**config.mk**
```make
export PLATFORM = sky130hd
export DESIGN_NAME = calc_seq_flat
export DESIGN_NICKNAME = d
export VERILOG_FILES = /design/src/rtl/calc_pkg.sv /design/src/rtl/calc_seq_if.sv /design/src/rtl/calc_dec_edit.sv /design/src/rtl/calc_seq.sv /design/src/flat_wrapper.sv
export SDC_FILE = /design/constraint.sdc
export NUM_CORES = 1
export LEC_CHECK = 0
export ABC_AREA = 1
export BUFFER_PORTS_ARGS = -buffer_cell sky130_fd_sc_hd__buf_2
export CORE_MARGIN = 4
export CORE_UTILIZATION = 45
export CTS_BUF_LIST = sky130_fd_sc_hd__clkbuf_4 sky130_fd_sc_hd__clkbuf_8
export DETAILED_ROUTE_END_ITERATION = 12
export HOLD_SLACK_MARGIN = 0.15
export MAX_ROUTING_LAYER = met4
export SYNTH_ARGS = -nofsm -noshare
export SYNTH_HDL_FRONTEND = slang
export SYNTH_SLANG_ARGS = --single-unit
```
**constraint.sdc**
```tcl
create_clock -name clk_i -period 11.2 [get_ports clk_i]
set_input_delay 1.68 -clock clk_i [delete_from_list [all_inputs] [get_ports clk_i]]
set_output_delay 1.68 -clock clk_i [all_outputs]
set_load 0.02 [all_outputs]
```
**src/rtl/calc_pkg.sv**
```systemverilog
// calc_pkg: shared types and constants for the calculator command sequencer.
// Holds the keypad command codes, ALU operator codes, display status codes,
// sequencer states, and the operand width/digit limits.
package calc_pkg;
    localparam int NDIG = 8;
    localparam int W    = 27;
    localparam int CW   = 4;
    localparam logic [W-1:0] MAX_VAL = W'(10 ** NDIG - 1);

    typedef enum logic [3:0] {
        C_D0, C_D1, C_D2, C_D3, C_D4, C_D5, C_D6, C_D7, C_D8, C_D9,
        C_ADD, C_SUB, C_MUL, C_BSP, C_EQ, C_CLR
    } cmd_e;

    typedef enum logic [1:0] {OP_ADD, OP_SUB, OP_MUL} alu_op_e;

    typedef enum logic [1:0] {ST_ENTRY_A, ST_ENTRY_B, ST_BUSY, ST_ERROR} status_e;

    typedef enum logic [2:0] {S_A, S_OP, S_B, S_START, S_WAIT, S_RES, S_ERR} state_e;
endpackage

```
**src/rtl/calc_seq_if.sv**
```systemverilog
// calc_seq_if: bus bundles around the sequencer.
// calc_cmd_if: keypad command channel (cmd/cmd_valid/cmd_ready) plus the
//   display outputs (digits/status); master = keypad/top, slave = sequencer.
// calc_alu_if: ALU start/done handshake with operands and result;
//   master = sequencer, slave = ALU.
interface calc_cmd_if;
    import calc_pkg::*;
    cmd_e          cmd;
    logic          cmd_valid;
    logic          cmd_ready;
    logic [W-1:0]  digits;
    status_e       status;
    modport master (output cmd, cmd_valid, input cmd_ready, digits, status);
    modport slave  (input cmd, cmd_valid, output cmd_ready, digits, status);
endinterface

interface calc_alu_if;
    import calc_pkg::*;
    logic          alu_start;
    alu_op_e       alu_op;
    logic [W-1:0]  alu_a;
    logic [W-1:0]  alu_b;
    logic          alu_done;
    logic [W-1:0]  alu_result;
    logic          alu_ovf;
    modport master (output alu_start, alu_op, alu_a, alu_b, input alu_done, alu_result, alu_ovf);
    modport slave  (input alu_start, alu_op, alu_a, alu_b, output alu_done, alu_result, alu_ovf);
endinterface

```
**src/rtl/calc_dec_edit.sv**
```systemverilog
// calc_dec_edit: combinational decimal operand editor.
// Ports: val_i/cnt_i current operand and digit count, cmd_i keypad command;
//   next_val_o/next_cnt_o edited operand and count. Digits append (val*10+d)
//   unless NDIG digits are held, BACKSPACE drops the last digit (val/10);
//   any other command passes the operand through unchanged.
module calc_dec_edit
    import calc_pkg::*;
(
    input  logic [W-1:0]  val_i,
    input  logic [CW-1:0] cnt_i,
    input  cmd_e          cmd_i,
    output logic [W-1:0]  next_val_o,
    output logic [CW-1:0] next_cnt_o
);
    localparam int MW = W + 4;
    logic [MW-1:0] mac;
    logic          app, del;
    always_comb begin
        mac = MW'(val_i) * MW'(10) + MW'(cmd_i);
        app = cmd_i <= C_D9 && cnt_i < CW'(NDIG);
        del = cmd_i == C_BSP && cnt_i != '0;
        next_val_o = app ? mac[W-1:0] : del ? val_i / W'(10) : val_i;
        // a zero typed into an empty operand is a leading zero and is not counted
        next_cnt_o = app && mac != '0 ? cnt_i + 1'b1 : del ? cnt_i - 1'b1 : cnt_i;
    end
endmodule

```
**src/rtl/calc_seq.sv**
```systemverilog
// calc_seq: calculator command sequencer.
// Ports: clk_i clock, rst_ni async active-low reset, cmd_if keypad command
//   channel and display outputs (slave), alu_if start/done handshake to the
//   shared multi-cycle ALU (master). Builds A, op and B from keypad commands,
//   launches the ALU, and presents the operand or result with a status code.
//   All outputs are registered.
module calc_seq
    import calc_pkg::*;
(
    input  logic       clk_i,
    input  logic       rst_ni,
    calc_cmd_if.slave  cmd_if,
    calc_alu_if.master alu_if
);
    state_e        state_q, state_d;
    logic [W-1:0]  a_q, a_d, b_q, b_d, alu_a_q, alu_a_d, alu_b_q, alu_b_d, digits_q, digits_d;
    logic [CW-1:0] ca_q, ca_d, cb_q, cb_d;
    alu_op_e       op_q, op_d, alu_op_q, alu_op_d, new_op;
    status_e       status_q, status_d;
    logic          chain_q, chain_d, ready_q, ready_d, start_q, start_d;
    logic          acc, dig, isop, edit, go, busy_d;
    logic [W-1:0]  ed_val, ed_nval;
    logic [CW-1:0] ed_cnt, ed_ncnt;

    calc_dec_edit u_edit (
        .val_i      (ed_val),
        .cnt_i      (ed_cnt),
        .cmd_i      (cmd_if.cmd),
        .next_val_o (ed_nval),
        .next_cnt_o (ed_ncnt)
    );

    always_comb begin
        acc    = cmd_if.cmd_valid && ready_q;
        dig    = cmd_if.cmd <= C_D9;
        isop   = cmd_if.cmd inside {C_ADD, C_SUB, C_MUL};
        edit   = dig || cmd_if.cmd == C_BSP;
        new_op = cmd_if.cmd == C_ADD ? OP_ADD : cmd_if.cmd == C_SUB ? OP_SUB : OP_MUL;
        // S_OP and S_RES start a fresh operand, so the editor sees an empty one
        ed_val = state_q == S_B ? b_q : state_q == S_A ? a_q : '0;
        ed_cnt = state_q == S_B ? cb_q : state_q == S_A ? ca_q : '0;
    end

    always_comb begin
        state_d  = state_q;
        a_d      = a_q;
        b_d      = b_q;
        ca_d     = ca_q;
        cb_d     = cb_q;
        op_d     = op_q;
        chain_d  = chain_q;
        alu_op_d = alu_op_q;
        alu_a_d  = alu_a_q;
        alu_b_d  = alu_b_q;
        go       = 1'b0;
        case (state_q)
            S_A: if (acc) begin
                if (edit) begin
                    a_d  = ed_nval;
                    ca_d = ed_ncnt;
                end
                if (isop) begin
                    op_d    = new_op;
                    state_d = S_OP;
                end
            end
            S_OP: if (acc) begin
                if (isop) op_d = new_op;
                if (dig) begin
                    b_d     = ed_nval;
                    cb_d    = ed_ncnt;
                    state_d = S_B;
                end
                if (cmd_if.cmd == C_EQ) begin
                    b_d = a_q;
                    go  = 1'b1;
                end
            end
            S_B: if (acc) begin
                if (edit) begin
                    b_d  = ed_nval;
                    cb_d = ed_ncnt;
                end
                // an operator here runs the pending op and queues the new one
                if (isop) begin
                    op_d    = new_op;
                    chain_d = 1'b1;
                end
                go = isop || cmd_if.cmd == C_EQ;
            end
            S_START: state_d = S_WAIT;
            S_WAIT: if (alu_if.alu_done) begin
                chain_d = 1'b0;
                if (alu_if.alu_ovf || alu_if.alu_result > MAX_VAL) state_d = S_ERR;
                else begin
                    a_d     = alu_if.alu_result;
                    ca_d    = '0;
                    state_d = chain_q ? S_OP : S_RES;
                end
            end
            S_RES: if (acc) begin
                if (dig) begin
                    a_d     = ed_nval;
                    ca_d    = ed_ncnt;
                    state_d = S_A;
                end
                if (isop) begin
                    op_d    = new_op;
                    state_d = S_OP;
                end
                go = cmd_if.cmd == C_EQ;
            end
            default: ;
        endcase
        // the ALU always runs the op latched before this command
        if (go) begin
            state_d  = S_START;
            alu_a_d  = a_q;
            alu_b_d  = b_d;
            alu_op_d = op_q;
        end
        if (acc && cmd_if.cmd == C_CLR) begin
            state_d = S_A;
            a_d     = '0;
            b_d     = '0;
            ca_d    = '0;
            cb_d    = '0;
            chain_d = 1'b0;
        end
        busy_d   = state_d inside {S_START, S_WAIT};
        digits_d = state_d == S_ERR ? '0 : busy_d ? digits_q : state_d == S_B ? b_d : a_d;
        status_d = state_d == S_ERR ? ST_ERROR : busy_d ? ST_BUSY :
                   state_d inside {S_OP, S_B} ? ST_ENTRY_B : ST_ENTRY_A;
        ready_d  = !busy_d;
        start_d  = state_d == S_START;
    end

    always_ff @(posedge clk_i or negedge rst_ni) begin
        if (!rst_ni) begin
            state_q  <= S_A;
            a_q      <= '0;
            b_q      <= '0;
            ca_q     <= '0;
            cb_q     <= '0;
            op_q     <= OP_ADD;
            chain_q  <= 1'b0;
            alu_op_q <= OP_ADD;
            alu_a_q  <= '0;
            alu_b_q  <= '0;
            digits_q <= '0;
            status_q <= ST_ENTRY_A;
            ready_q  <= 1'b1;
            start_q  <= 1'b0;
        end else begin
            state_q  <= state_d;
            a_q      <= a_d;
            b_q      <= b_d;
            ca_q     <= ca_d;
            cb_q     <= cb_d;
            op_q     <= op_d;
            chain_q  <= chain_d;
            alu_op_q <= alu_op_d;
            alu_a_q  <= alu_a_d;
            alu_b_q  <= alu_b_d;
            digits_q <= digits_d;
            status_q <= status_d;
            ready_q  <= ready_d;
            start_q  <= start_d;
        end
    end

    assign cmd_if.cmd_ready = ready_q;
    assign cmd_if.digits    = digits_q;
    assign cmd_if.status    = status_q;
    assign alu_if.alu_start = start_q;
    assign alu_if.alu_op    = alu_op_q;
    assign alu_if.alu_a     = alu_a_q;
    assign alu_if.alu_b     = alu_b_q;
endmodule

```
**src/flat_wrapper.sv**
```systemverilog
// flat-port wrapper written by rule: the top's interface ports become plain ports
module calc_seq_flat import calc_pkg::*;
  (clk_i, rst_ni, cmd_if_cmd, cmd_if_cmd_valid, cmd_if_cmd_ready, cmd_if_digits, cmd_if_status, alu_if_alu_start, alu_if_alu_op, alu_if_alu_a, alu_if_alu_b, alu_if_alu_done, alu_if_alu_result, alu_if_alu_ovf);
  calc_cmd_if cmd_if_i ();
  calc_alu_if alu_if_i ();
  input  logic clk_i;
  input  logic rst_ni;
  input wire logic [$bits(cmd_if_i.cmd)-1:0] cmd_if_cmd;
  input wire logic [$bits(cmd_if_i.cmd_valid)-1:0] cmd_if_cmd_valid;
  output wire logic [$bits(cmd_if_i.cmd_ready)-1:0] cmd_if_cmd_ready;
  output wire logic [$bits(cmd_if_i.digits)-1:0] cmd_if_digits;
  output wire logic [$bits(cmd_if_i.status)-1:0] cmd_if_status;
  output wire logic [$bits(alu_if_i.alu_start)-1:0] alu_if_alu_start;
  output wire logic [$bits(alu_if_i.alu_op)-1:0] alu_if_alu_op;
  output wire logic [$bits(alu_if_i.alu_a)-1:0] alu_if_alu_a;
  output wire logic [$bits(alu_if_i.alu_b)-1:0] alu_if_alu_b;
  input wire logic [$bits(alu_if_i.alu_done)-1:0] alu_if_alu_done;
  input wire logic [$bits(alu_if_i.alu_result)-1:0] alu_if_alu_result;
  input wire logic [$bits(alu_if_i.alu_ovf)-1:0] alu_if_alu_ovf;
  assign cmd_if_i.cmd = cmd_if_cmd;
  assign cmd_if_i.cmd_valid = cmd_if_cmd_valid;
  assign cmd_if_cmd_ready = cmd_if_i.cmd_ready;
  assign cmd_if_digits = cmd_if_i.digits;
  assign cmd_if_status = cmd_if_i.status;
  assign alu_if_alu_start = alu_if_i.alu_start;
  assign alu_if_alu_op = alu_if_i.alu_op;
  assign alu_if_alu_a = alu_if_i.alu_a;
  assign alu_if_alu_b = alu_if_i.alu_b;
  assign alu_if_i.alu_done = alu_if_alu_done;
  assign alu_if_i.alu_result = alu_if_alu_result;
  assign alu_if_i.alu_ovf = alu_if_alu_ovf;
  calc_seq u_core (.clk_i(clk_i), .rst_ni(rst_ni), .cmd_if(cmd_if_i), .alu_if(alu_if_i));
endmodule
```
==> results of run 1 <==
[critical path, delay by kind of cell (launching register included)]
kind	cells	cell delay [ns]
simple gates	78	7.37
compound gates	8	1.31
buf+inv	9	0.72
flops	1	0.45
[logic make-up after synthesis]
group,after synthesis
compound gates,551
xor+xnor,47
fa+ha+maj,57
buf+inv,356
flops,155
mux,1
simple gates,784
[synth_stat cells, types with 14 or more instances]
cell	instances
ha_1	55
nand3_1	147
o21ai_0	213
dfrtp_1	154
a21oi_1	115
a221oi_1	23
nor2_1	106
nand2_2	53
inv_1	237
xor2_1	36
a31oi_1	21
inv_2	28
nand4_1	18
nand2_1	399
o211ai_1	18
nand3_2	17
clkbuf_1	76
nand2_4	14
o22ai_1	45
a211oi_1	16
o21ai_1	19
[per-layer routing]
layer / share of wire, % / track usage (%) / vias up
met3: 8.2 / 4.59 / 86
met2: 44 / 45.3 / 715
li1: - / - / 6801
met5: 0 / - / -
met1: 45 / 41.5 / 6845
met4: 2.9 / 10.1 / 0
[cells in the final DEF (no fill, tap or decap), drive strengths merged, types with 11 or more instances in the layout]
cell type and instances:
o31ai 11, xor2 36, nor3 11, a221oi 23, buf 143, clkbuf 22
ha 55, a31oi 21, o22ai 45, dfrtp 154, nand3 165, xnor2 11
o21ai 236, nand2 466, o221ai 11, a21oi 118, a211oi 16, nand4 18
inv 268, o211ai 18, nor2 112, o32ai 11
[area by class of cell]
type                    instances  area [sq um]  area share, %
multi-input cells            1440          8120           55.4
flip-flops and latches        155          3880           26.5
clock inverters                10          91.3          0.623
inverters                     273          1030           7.01
clock buffers                  22           284           1.94
well taps                     384           480           3.28
repair buffers                143           774           5.29
[per-stage QoR]
step,instances,util [%],setup slack (ns)
2_1_floorplan,1951,-,2.96
3_3_place_gp,2393,49.2,1.15
3_5_place_dp,2393,49.2,0.883
4_1_cts,2425,50.5,0.844
5_1_grt,2427,50.6,0.0931
6_report,2427,50.6,1.23
[registers in the layout, summed over array words and instances (netlist names)]
signal	count
u_core.a_q	27
u_core.alu_if.alu_a	27
u_core.alu_if.alu_b	27
u_core.alu_if.alu_op	2
u_core.alu_if.alu_start	1
u_core.b_q	27
u_core.ca_q	4
u_core.cb_q	4
u_core.chain_q	1
u_core.cmd_if.cmd_ready	1
u_core.cmd_if.digits	27
u_core.cmd_if.status	2
u_core.op_q	2
u_core.state_q	3
[final timing paths]
check / start / to / slack (ns) / cells past startpoint
setup / recovery: u_core.state_q[0]$_DFF_PN0_ / u_core.cmd_if.digits[0]$_DFFE_PN0P_ / 1.23 / 95
hold / removal: u_core.alu_if.alu_b[20]$_DFFE_PN0P_ / u_core.alu_if.alu_b[20]$_DFFE_PN0P_ / 0.48 / 2
setup reg to reg: u_core.state_q[0]$_DFF_PN0_ / u_core.cmd_if.digits[0]$_DFFE_PN0P_ / 1.23 / 95
hold reg to reg: u_core.alu_if.alu_b[20]$_DFFE_PN0P_ / u_core.alu_if.alu_b[20]$_DFFE_PN0P_ / 0.48 / 2
max in group asynchronous: rst_ni / u_core.alu_if.alu_b[24]$_DFFE_PN0P_ / 8.48 / 2
min in group asynchronous: rst_ni / u_core.cmd_if.digits[5]$_DFFE_PN0P_ / 1.27 / 1
[what timing repair did]
item | 4_1_cts | 5_1_grt
hold endpoints to repair | 0 | 0
setup endpoints to repair | 0 | 11
resized for setup | 0 | 5
setup buffers | 0 | 2
==> run summary, run 1 <==
Status
- finished clean — outcome

Synth
- 0 — number of flops mapped to enable cells by yosys
- dfrtp_1 — most area-hungry cell type in the Yosys netlist
- dfrtp_1 29%, nand2_1 11%, o21ai_0 8.0%, inv_1 6.7%, nand3_1 5.5% — synth top area cells
- 27.1% — Synth Area in Simple Gates
- 2044 — Synthesized Nets
- 60 — number of library cell types mapped by synthesis
- 1951 — gate count of the mapped netlist
- 24.9% — share of the synthesized area in compound gates (AO/OA/AOI/OAI)
- 0.0133 sq mm — cell area after synthesis
- 6.81 sq um — average cell area after synthesis
- 29.2% — sequential area share after synthesis
- 5.48% — post-synthesis share of cell area spent on full adders, half adders and majority gates
- 0.0754% — post-synthesis mux area share
- 155 — flop and latch count out of synthesis
- 3.10% — synthesized-area fraction occupied by xor and xnor cells
- 100% — share of async-settable or async-resettable flops after synthesis
- simple AND/OR/NAND/NOR gates — main combinational cell family by area after synthesis
- dfrtp_1 — predominant post-synthesis flop cell
- 29.0% — proportion of netlist area held by the largest area contributor
- 0 — number of warnings reported in the yosys synthesis log

Clock tree
- done — clock tree from TritonCTS
- 2 — maximum clock insertion buffer count
- 155 — number of clock sinks
- clkbuf_8 — clock tree root buffer cell
- 0.09 ns — clock transition at the registers of the reported paths
- 17 — total clock buffers created by CTS
- 0 — hold-fix buffer count after cts
- 0.48 ns — clock latency on the worst-skew pair
- 4 — level count of the clock H-tree

Layout
- 0 — final antenna diode count
- 0.0147 sq mm — post-route cell area
- 10.3% — post-synthesis to final-layout area growth
- 2903 — number of fillers in the final layout
- 15.4% — share of layout cells above drive strength 1
- 2123 — number of nets at the end of the flow

Route
- 6 — count of TritonRoute iterations in the first routing pass
- 5.95 — Via-to-Cell Ratio
- 14400 — detailed-route via count
- 48600 um — final WL
- 0 — post-detailed-route DRC marker count
- 20.0 um — wire length per cell after detailed routing
- 0 — Post-DRT Antenna Nets
- 1637 — initial drt markers

Setup path
- reg2reg — kind of critical path
- 10.34 ns — data arrival at the endpoint of the critical path
- flop — crit end category
- dfrtp_1 — cell at the slowest stage of the critical path
- 7 — crit path max fanout
- nand2_1 — most frequent cell on the critical path
- flop — startpoint type of the worst setup path
- 11.58 ns — CP Data Required Time
- 0.45 ns — Largest stage delay, worst path

GRT
- 0 — Overflow after GRT
- 76100 um — wire length of the first global-routing pass
- 101 — pin count of the biggest net entering global routing
- 13600 — vias in the first global route
- 0 — initial antenna violation count
- 30.0% — GRT Resource Usage Total

Flow run
- 0 — max-cap viol count

STA
- 0.100 GHz — top achievable clock speed
- 1.19 ns — Least-Margin Pin Slew
- 20.2% — worst max-slew margin expressed relative to the limit
- 89.0% — final critical-path share of the clock period
- 0.0139 ns — maximum clock skew at final layout
- 0 ns — total negative slack
- 0 — hold violation total from the final report
- false — RSZ-0062 raised after global routing
- 9.97 ns — post-layout minimum cycle time
- 0 — number of endpoints failing setup at the final stage
- 0.484 ns — Post-Route Hold Slack
- 0 — final count of pins violating max slew

Floorplan
- 45.9% — starting density of the core
- 123 — number of top-level design ports
- 0.0289 sq mm — area of the core region
- 0.0323 sq mm — Total Die Area
- 180 um — Die Y
- 62 — floorplan row count
- 180 um — width of the die

Placement
- 122 — Port-buffer cells
- 0.956 — final weighted congestion of routability-driven global placement
- 0.0142 sq mm — instance area at placement
- 34900 um — post-detail-place hpwl

Worst hold path
- reg2reg — class of the tightest hold or removal check

Power of run 1 is not shown: default switching activity piles up to over one toggle a cycle in this logic, so the estimate is an artifact.
==> run 2, diff against run 1 <==
Settings changed: REMOVE_ABC_BUFFERS set to 1.
==> run 2 against run 1 <==
  * Global-route usage up 1.2 points
  * Largest cell class unchanged
  * Critical endpoint unchanged
  * Worst hold slack worse by 0.0024 ns
  * Sequential cell count unchanged
  * Routed wire length up 2.7%
==> run summary, run 2 (synthesis gave the netlist of run 1 again) <==
Status
- finished clean — outcome

GRT
- 0 — Overflow after GRT
- 78600 um — wire length of the first global-routing pass
- 3 — initial antenna violation count
- 31.2% — GRT Resource Usage Total
- 14100 — vias in the first global route
- 87 — pin count of the biggest net entering global routing

Setup path
- 34 — crit path max fanout
- dfrtp_1 — cell at the slowest stage of the critical path
- u_core.state_q[1]$_DFF_PN0_ — FF-to-FF Start
- u_core.state_q[1]$_DFF_PN0_ — first element of the critical path
- reg2reg — kind of critical path
- simple AND/OR/NAND/NOR gates — CP delay by family, top
- 11.62 ns — CP Data Required Time
- flop — startpoint type of the worst setup path
- 0.64 ns — Largest stage delay, worst path
- 1.17 ns — worst-case register-to-register setup slack
- 15 — Crit path buffers/inverters
- flop — crit end category
- nand2_1 — most frequent cell on the critical path
- 10.45 ns — data arrival at the endpoint of the critical path

Route
- 0 — post-detailed-route DRC marker count
- 20.5 um — wire length per cell after detailed routing
- 6 — count of TritonRoute iterations in the first routing pass
- 5.94 — Via-to-Cell Ratio
- 14500 — detailed-route via count
- 1643 — initial drt markers
- 0 — Post-DRT Antenna Nets
- 49900 um — final WL

Layout
- 0.00810 sq mm — area of the multi-input gates
- 0.00388 sq mm — area occupied by registers
- 10.8% — post-synthesis to final-layout area growth
- 2436 — number of non-filler instances in the completed layout
- nand2_1 — most common library cell in the layout ignoring fill and taps
- 2129 — number of nets at the end of the flow
- 398 x nand2_1, 237 x inv_1, 213 x o21ai_0, 154 x dfrtp_1, 147 x nand3_1 — most used cells in the layout excluding fill and tap cells
- 2898 — number of fillers in the final layout
- 15.7% — share of layout cells above drive strength 1
- 0.0147 sq mm — post-route cell area

Clock tree
- clkbuf_8 — clock tree root buffer cell
- 0.11 ns — clock transition at the registers of the reported paths
- 2 — maximum clock insertion buffer count
- 0 — cells resized by post-CTS repair
- 4 — level count of the clock H-tree
- 0 — postcts setup bufs
- 0.53 ns — clock latency on the worst-skew pair
- done — clock tree from TritonCTS
- 0 — hold-fix buffer count after cts
- 17 — total clock buffers created by CTS
- 155 — number of clock sinks

Floorplan
- 180 um — Die Y
- 123 — number of top-level design ports
- 62 — floorplan row count
- 0.0289 sq mm — area of the core region
- 0.0323 sq mm — Total Die Area
- 180 um — width of the die
- 45.9% — starting density of the core

Worst hold path
- u_core.cmd_if.digits[2]$_DFFE_PN0P_ — Worst Min Path Start
- reg2reg — class of the tightest hold or removal check

STA
- 0.0230 ns — maximum clock skew at final layout
- 0.481 ns — Post-Route Hold Slack
- 0.0997 GHz — top achievable clock speed
- 10.03 ns — post-layout minimum cycle time
- 1.14 ns — Least-Margin Pin Slew
- 0 ns — total negative slack
- 23.7% — worst max-slew margin expressed relative to the limit
- 0 — number of endpoints failing setup at the final stage
- 0 — hold violation total from the final report
- 89.6% — final critical-path share of the clock period
- 0 — final count of pins violating max slew
- false — RSZ-0062 raised after global routing

Placement
- 2401 — Placed Instances
- 0.0143 sq mm — instance area at placement
- 122 — Port-buffer cells
- 33900 um — post-detail-place hpwl
- 0.987 — final weighted congestion of routability-driven global placement

Flow run
- 0 — max-cap viol count

## run 2: cell count changes in the layout (fill, tap and decap cells not counted), moves of 3 or more
cell | previous run | this run
clkinvlp_4 | 5 | 1
buf_4 | 21 | 27
inv_8 | 0 | 6
diode_2 | 0 | 3
inv_6 | 1 | 6
clkbuf_4 | 3 | 0
## run 2: cell type report
| type | instances | area share [%] |
|---|---|---|
| diodes | 3 | 0.0510 |
| inverters | 273 | 6.98 |
| flip-flops and latches | 155 | 26.4 |
| repair buffers | 149 | 5.57 |
| well taps | 384 | 3.27 |
| multi-input cells | 1440 | 55.1 |
| clock buffers | 17 | 1.59 |
| clock inverters | 15 | 1.11 |
## run 2: path summary, 6_finish.rpt
| check | end | cells after the start |
|---|---|---|
| worst min register to register | u_core.cmd_if.digits[2]$_DFFE_PN0P_ | 2 |
| worst max-delay path | u_core.cmd_if.digits[0]$_DFFE_PN0P_ | 90 |
| worst min-delay path | u_core.cmd_if.digits[2]$_DFFE_PN0P_ | 2 |
| worst max register to register | u_core.cmd_if.digits[0]$_DFFE_PN0P_ | 90 |
| max in group asynchronous | u_core.b_q[5]$_DFF_PN0_ | 2 |
| min in group asynchronous | u_core.cmd_if.digits[23]$_DFFE_PN0P_ | 1 |
## run 2: metrics by stage
stage / worst slack (ns) / util (%)
2_1_floorplan: 2.22 / -
3_3_place_gp: 1.44 / 49.4
3_5_place_dp: 1.13 / 49.4
4_1_cts: 1.08 / 50.8
5_1_grt: 0.0126 / 50.9
6_report: 1.17 / 50.9
## run 2: tightest hold or removal path, stage by stage (launching register included)
cell and delay [ns]:
dfrtp_1 0.35, nand2_1 0.05, nand2_1 0.05
## run 2: routing by layer
layer | track usage [%] | wire length, um | up-vias
li1 | - | - | 6837
met1 | 39.7 | 21200 | 6871
met2 | 49.9 | 23000 | 636
met3 | 5.52 | 3880 | 127
met4 | 12.1 | 1800 | 0
met5 | - | 0 | -
Power of run 2 is left out for the same reason.
